`config.mk`:
```
export PLATFORM = sky130hd
export DESIGN_NAME = gol_gen_sequencer
export DESIGN_NICKNAME = d
export VERILOG_FILES = /design/src/rtl/gol_gen_sequencer.sv
export SDC_FILE = /design/constraint.sdc
export NUM_CORES = 1
export LEC_CHECK = 0
export CAP_MARGIN = 30
export CELL_PAD_IN_SITES_DETAIL_PLACEMENT = 0
export CELL_PAD_IN_SITES_GLOBAL_PLACEMENT = 1
export CORE_ASPECT_RATIO = 1.4
export CORE_MARGIN = 2
export CORE_UTILIZATION = 40
export CTS_CLUSTER_SIZE = 30
export DETAILED_ROUTE_END_ITERATION = 8
export PLACE_DENSITY = 0.78
export SYNTH_ARGS = -nofsm -noshare
export SYNTH_HDL_FRONTEND = slang
export SYNTH_SLANG_ARGS = --single-unit
```
`constraint.sdc`:
```
create_clock -name ph2 -period 5.85 [get_ports ph2]
set_input_delay 0.585 -clock ph2 [delete_from_list [all_inputs] [get_ports ph2]]
set_output_delay 0.585 -clock ph2 [all_outputs]
set_load 0.05 [all_outputs]
```
`src/rtl/gol_gen_sequencer.sv`:
```
// One Game-of-Life generation over the row register file: busy for 2N+3 cycles per accepted start.
// start is ignored (not queued) while busy; the display owns the address port only while idle.
module gol_gen_sequencer #(
   parameter int WIDTH   = 8,
   parameter int REGBITS = 3,
   parameter int WRAP    = 1,
   parameter int GENBITS = 16
) (
   input  logic               ph2,
   input  logic               reset_n,
   input  logic               start,
   input  logic [REGBITS-1:0] disp_ra,
   output logic [WIDTH-1:0]   disp_rd,
   output logic [REGBITS-1:0] ra,
   input  logic [WIDTH-1:0]   rd,
   output logic               regwrite,
   output logic [WIDTH-1:0]   wd,
   output logic               busy,
   output logic               done,
   output logic [GENBITS-1:0] gen_count
);

   localparam logic [2:0] S_IDLE    = 3'd0;
   localparam logic [2:0] S_LD_PREV = 3'd1;
   localparam logic [2:0] S_LD_CUR  = 3'd2;
   localparam logic [2:0] S_RD_NEXT = 3'd3;
   localparam logic [2:0] S_WR_ROW  = 3'd4;
   localparam logic [2:0] S_DONE    = 3'd5;

   localparam logic [REGBITS-1:0] LAST_ROW = '1;
   localparam logic [REGBITS-1:0] ONE_ROW  = 1;
   localparam logic [GENBITS-1:0] ONE_GEN  = 1;
   localparam logic               WRAP_EN  = (WRAP != 0);

   logic [2:0]         state_q, state_d;
   logic [REGBITS-1:0] r_q, r_d;
   logic [WIDTH-1:0]   prev_q, prev_d, cur_q, cur_d, next_q, next_d;
   logic [WIDTH-1:0]   row0_q, row0_d;
   logic [GENBITS-1:0] gen_q, gen_d;

   logic [WIDTH+1:0]   pe, ce, ne;
   logic [WIDTH-1:0]   life;
   logic [3:0]         n;

   // Rows padded by one column each side: bit 0 is column -1, bit WIDTH+1 is column WIDTH.
   always_comb begin
      pe   = {WRAP_EN & prev_q[0], prev_q, WRAP_EN & prev_q[WIDTH-1]};
      ce   = {WRAP_EN & cur_q[0],  cur_q,  WRAP_EN & cur_q[WIDTH-1]};
      ne   = {WRAP_EN & next_q[0], next_q, WRAP_EN & next_q[WIDTH-1]};
      n    = '0;
      life = '0;
      for (int c = 0; c < WIDTH; c++) begin
         n = {3'b000, pe[c]} + {3'b000, pe[c+1]} + {3'b000, pe[c+2]}
           + {3'b000, ce[c]}                     + {3'b000, ce[c+2]}
           + {3'b000, ne[c]} + {3'b000, ne[c+1]} + {3'b000, ne[c+2]};
         life[c] = (n == 4'd3) | (ce[c+1] & (n == 4'd2));
      end
   end

   always_comb begin
      state_d  = state_q;
      r_d      = r_q;
      prev_d   = prev_q;
      cur_d    = cur_q;
      next_d   = next_q;
      row0_d   = row0_q;
      gen_d    = gen_q;
      ra       = disp_ra;
      regwrite = 1'b0;
      wd       = '0;
      case (state_q)
         S_IDLE: begin
            if (start) state_d = S_LD_PREV;
         end
         S_LD_PREV: begin
            ra      = LAST_ROW;
            prev_d  = WRAP_EN ? rd : '0;
            state_d = S_LD_CUR;
         end
         S_LD_CUR: begin
            ra      = '0;
            cur_d   = rd;
            row0_d  = rd;
            r_d     = '0;
            state_d = S_RD_NEXT;
         end
         S_RD_NEXT: begin
            ra = r_q + ONE_ROW;
            // Row 0 is already rewritten by the time the last row needs it.
            if (r_q == LAST_ROW) next_d = WRAP_EN ? row0_q : '0;
            else                 next_d = rd;
            state_d = S_WR_ROW;
         end
         S_WR_ROW: begin
            ra       = r_q;
            regwrite = 1'b1;
            wd       = life;
            prev_d   = cur_q;
            cur_d    = next_q;
            if (r_q == LAST_ROW) begin
               state_d = S_DONE;
            end else begin
               r_d     = r_q + ONE_ROW;
               state_d = S_RD_NEXT;
            end
         end
         S_DONE: begin
            gen_d   = gen_q + ONE_GEN;
            state_d = S_IDLE;
         end
         default: state_d = S_IDLE;
      endcase
   end

   always_ff @(posedge ph2 or negedge reset_n) begin
      if (!reset_n) begin
         state_q <= S_IDLE;
         r_q     <= '0;
         prev_q  <= '0;
         cur_q   <= '0;
         next_q  <= '0;
         row0_q  <= '0;
         gen_q   <= '0;
      end else begin
         state_q <= state_d;
         r_q     <= r_d;
         prev_q  <= prev_d;
         cur_q   <= cur_d;
         next_q  <= next_d;
         row0_q  <= row0_d;
         gen_q   <= gen_d;
      end
   end

   assign disp_rd   = rd;
   assign busy      = (state_q != S_IDLE);
   assign done      = (state_q == S_DONE);
   assign gen_count = gen_q;

endmodule

```
Word level (Yosys, flattened, before mapping)
Cells that the tools add are included.
{ "totals": {"out_inout_bits": 38, "register_bits": 54, "wordCells": 121} }
{ "op_classes": {"n_addsub": 58, "n_reduce_logical": 5, "mux": 11, "n_eq_ne": 24, "n_bitwise": 16} }
{ "ops": {"columns": ["op", "n"], "rows": [
  ["$add A4 B1 Y4", 32],
  ["$eq A4 B2 Y1 const B", 16],
  ["$add A3 B1 Y4", 8],
  ["$pmux W8 S2", 2],
  ["$add A2 B1 Y3", 8],
  ["$add A1 B1 Y2", 8],
  ["$add A16 B1 Y16 const B", 1],
  ["$mux W8", 2],
  ["$pmux W3 S5", 1],
  ["$pmux W3 S4", 1],
  ["$eq A3 B3 Y1 const B", 3],
  ["$mux W3", 3],
  ["$and A1 B1 Y1", 8],
  ["$or A1 B1 Y1", 8],
  ["$eq A3 B2 Y1 const B", 2],
  ["$pmux W3 S2", 1],
  ["$ne A2 B2 Y1 const B", 2],
  ["$reduce_bool A2 Y1", 2],
  ["$add A3 B1 Y3 const B", 1],
  ["$eq A3 B1 Y1 const B", 1],
  ["$logic_not A3 Y1", 1],
  ["$reduce_bool A3 Y1", 1],
  ["$reduce_and A2 Y1", 1],
  ["$mux W1", 1]
]} }

Depth between registers and ports, before layout
{ "logic_depth": {"word_depth": 11, "depth_mapped": 10, "ltp_nobuf": 10} }

Least setup slack after synthesis
Ideal clock, no wire load.
{ "synth_timing": {"path_type": "register to output", "startpoint": "register prev_q[1]", "endpoint": "output wd[0]", "path_slack_ns": 2.138, "arrival_ns": 3.127, "path_stages_with_launch": 10, "path_cell_list": "dfrtp_1 > inv_1 > fa_1 > fa_1 > fa_1 > inv_1 > ha_1 > fa_1 > o21ai_0 > o2111a_1"} }
{ "synth_via": {"elab_chain_cells": 10, "elab_cells_between_ends": 11} }
{ "synth_lines": {"columns": ["element", "line_no", "rtl"], "rows": [
  ["from (decl)", "37", "logic [WIDTH-1:0] prev_q, prev_d, cur_q, cur_d, next_q, next_d;"],
  ["from (signal assigned)", "127", "prev_q <= prev_d;"],
  ["$add A2 B1 Y3 (*)", "53", "n = {3'b000, pe[c]} + {3'b000, pe[c+1]} + {3'b000, pe[c+2]}"],
  ["$add A3 B1 Y4 (*)", "54", "+ {3'b000, ce[c]} + {3'b000, ce[c+2]}"],
  ["$add A4 B1 Y4 (*)", "54", null],
  ["$add A4 B1 Y4 (*) (3 in a row)", "55", "+ {3'b000, ne[c]} + {3'b000, ne[c+1]} + {3'b000, ne[c+2]};"],
  ["$eq A4 B2 Y1", "56", "life[c] = (n == 4'd3) | (ce[c+1] & (n == 4'd2));"],
  ["$and A1 B1 Y1", "56", null],
  ["$or A1 B1 Y1 (*)", "56", null],
  ["$mux W8 (*)", "71", "case (state_q)"],
  ["to (decl)", "17", "output logic [WIDTH-1:0] wd,"]
]} }
Mark *: on every way between the ends. The rest lies on a longest branch, timed or not.

Worst setup path in the final report
{ "layout_timing": {"startpoint": "register prev_q[2]", "endpoint": "output wd[3]"} }
{ "layout_via": {"elab_chain_cells": 11, "elab_cells_between_ends": 12} }
{ "layout_lines": {"columns": ["element", "line_no"], "rows": [
  ["$add A1 B1 Y2 (*)", "53"],
  ["$add A2 B1 Y3 (*)", "53"],
  ["$add A3 B1 Y4 (*)", "54"],
  ["$add A4 B1 Y4 (*)", "54"],
  ["$add A4 B1 Y4 (*) (3 in a row)", "55"],
  ["$eq A4 B2 Y1", "56"],
  ["$and A1 B1 Y1", "56"],
  ["$or A1 B1 Y1 (*)", "56"],
  ["$mux W8 (*)", "71"]
]} }
Marks and branches as above.

==> reports/results.ini <==
[timing]
final_hold_viol_count = 0
slew_viol_final = 0
finalCritPeriodShare_pct = 81.4
max_slew_margin_pct = 41.4
worst_slew_pin_slew_ns = 0.879
setup_violations = 0
max_freq_mhz = 210
skew_ns = 0.00961
fin_tns_setup_ns = 0
rsz0062_at_grt = false
min_period_ns = 4.76

[synthesis]
avgSynthCellArea_um2 = 10.5
synth_edf_count = 0
mappedNetlistArea_mm2 = 0.00398
ys_ff_latch = 54
ys_async_sr_fraction_pct = 100
yosys_warnings = 0
yosysTopAreaCell = dfrtp_1
synth_area_leaders = dfrtp_1 (34%), fa_1 (16%), ha_1 (8.5%)
syn_nets = 451
synthFlopType = dfrtp_1
synth_top_area_share_pct = 34.0
synth_cell_types = 43
syn_inst = 378
ys_seq_area_share_pct = 34.0

[die]
core-area_mm2 = 0.00979
die-area_mm2 = 0.0108
rows = 43
start_util_pct = 40.6
fp.dieW_um = 88.3
ios = 52
die_y_um = 122

[setup_path]
r2r-end = r_q[0]
critPathCaptureType = primary output
path_class = reg2out
worstPathCellList = inv_1 -> fa_1 -> fa_1 -> fa_1 -> inv_1 -> ha_1 -> fa_1 -> o21ai_0 -> o2111a_1 -> clkdlybuf4s50_1
start_kind = flop
reg2reg_depth = 4
cp_common_cell = fa_1
crit_slowest_cell = clkdlybuf4s50_1
cp.buffers_inverters = 3
worstPathArrival_ns = 4.18
r2r-start = state_q[2]
critPathTopFamily = adder cells
path_max_fanout = 3
rrSetupSlack_ns = 3.46
cpPeakStageDelay_ns = 0.80
worstPathRequired_ns = 5.27

[final_layout]
n_antenna_cell = 0
finalNetCount = 491
area_growth_syn_to_layout_pct = 18.0
instances_no_fill = 553
fillers = 955
drive_above_1_share_pct = 6.94

[global_route]
grt_max_degree = 55
grt_pass1_vias = 2928
grt.overflow.total = 0
grt_pass1_wl_um = 14700
antenna_found_initial = 0
grt_util_all_layers_pct = 17.4

[placed_design]
numPlacedInstances = 546
dpl.hpwl_um = 6450
gp_congestion = 0.790
io_buffer_count = 51

[clock_network]
clk_latency_ns = 0.29
root_buffer = clkbuf_16
clock-sinks = 54
cts_made_buffers = 5
htreeDepth = 2
clkSlewWorstSetupHoldPaths_ns = 0.07
cts_tree = built
ctsResizeCount = 0
clockBufferDepth = 2
cts_hold_buf = 0
post_cts_buffers = 0

[drt]
via_per_inst = 5.15
firstDrtPassIters = 4
wl_per_cell_um = 15.2
drc_errors = 0
dr_total_vias = 2850
postRouteAntennaNets = 0
routed_wl_um = 8430
dr.first_iter.drc_count = 162

[flow_run]
drv_cap = 0

[run_status]
outcome = finished clean

[hold_path]
holdCritPathClass = in2async

[cell usage after synthesis, drive strengths merged (2+ instances only)]
master / n
xor2: 4
o2111a: 8
nor2: 9
o22ai: 6
dfrtp: 54
xnor2: 11
a22o: 2
inv: 59
a21oi: 14
ha: 27
nand2: 30
nor3: 3
o21ai: 25
nand3: 11
fa: 32
buf: 20
o31ai: 8
mux2i: 8
a22oi: 16
a211oi: 2
nand4: 5
nor2b: 2
mux2: 10
[flip-flops by register name, summed over array words and instances (netlist names)]
register	flops
state_q	3
next_q	8
r_q	3
cur_q	8
row0_q	8
gen_count	16
prev_q	8
[metrics by stage]
stage               instance area (µm²)  setup slack [ns]  util, %  hold slack (ns)
CTS                                4690              1.08     47.9            0.449
detailed placement                 4520              1.43     46.2            0.471
global route                       4690             0.988     47.9            0.486
finish                             4690              1.09     47.9            0.412
floorplan                          3980              2.14        -            0.289
global placement                   4520              1.46     46.2            0.465
[layout by cell type, fill, tap and decap left out, types with 3 or more instances in the layout]
cell	synthesis	routed
ha_1	27	27
mux2i_1	8	8
o21ai_1	4	4
mux2_1	4	4
nand3_1	11	11
nand4_1	5	5
o31ai_1	8	8
o2111a_1	8	8
mux2_2	6	6
nand2_1	29	29
clkdlybuf4s50_1	0	50
xor2_1	4	4
nor2_4	3	3
o22ai_1	6	6
fa_1	32	32
dfrtp_1	54	54
nor2_1	6	6
clkbuf_16	0	5
inv_1	59	59
xnor2_1	11	11
buf_4	11	3
a21oi_1	14	14
o21ai_0	20	20
a22oi_1	16	16
[layer usage]
| metal | GRT usage [%] | vias up | routed length [µm] | share of wire (%) |
|---|---|---|---|---|
| li1 | - | 1361 | - | - |
| met1 | 23.0 | 1400 | 3650 | 43 |
| met2 | 30.4 | 87 | 4370 | 52 |
| met3 | 1.76 | 2 | 369 | 4.4 |
| met4 | 3.98 | 0 | 38 | 0.45 |
| met5 | 0 | - | 0 | 0 |
[logic make-up after synthesis]
family / share of synthesized area (%)
mux: 4.84
simple gates: 9.91
flops: 34.0
xor+xnor: 3.30
fa+ha+maj: 24.6
buf+inv: 9.37
compound gates: 14.0
[area by class of cell]
type                    count  area, µm²  area share, %
clock inverters             1       30.0          0.640
multi-input cells         244       2250           48.0
clock buffers               6        139           2.96
well taps                 135        169           3.60
flip-flops and latches     54       1350           28.8
inverters                  59        221           4.72
repair buffers             54        528           11.3
[worst max path at each step]
stage	startpoint	endpoint	slack [ns]	cells past startpoint
2_1_floorplan	prev_q[1]	wd[0]	2.14	9
3_3_place_gp	prev_q[2]	wd[2]	1.46	10
3_5_place_dp	prev_q[2]	wd[2]	1.43	10
4_1_cts	prev_q[2]	wd[2]	1.08	10
5_1_grt	prev_q[5]	wd[5]	0.99	10
6_report	prev_q[2]	wd[3]	1.09	10
Power is not shown: default switching activity piles up to over one toggle a cycle in this logic, so the estimate is an artifact.
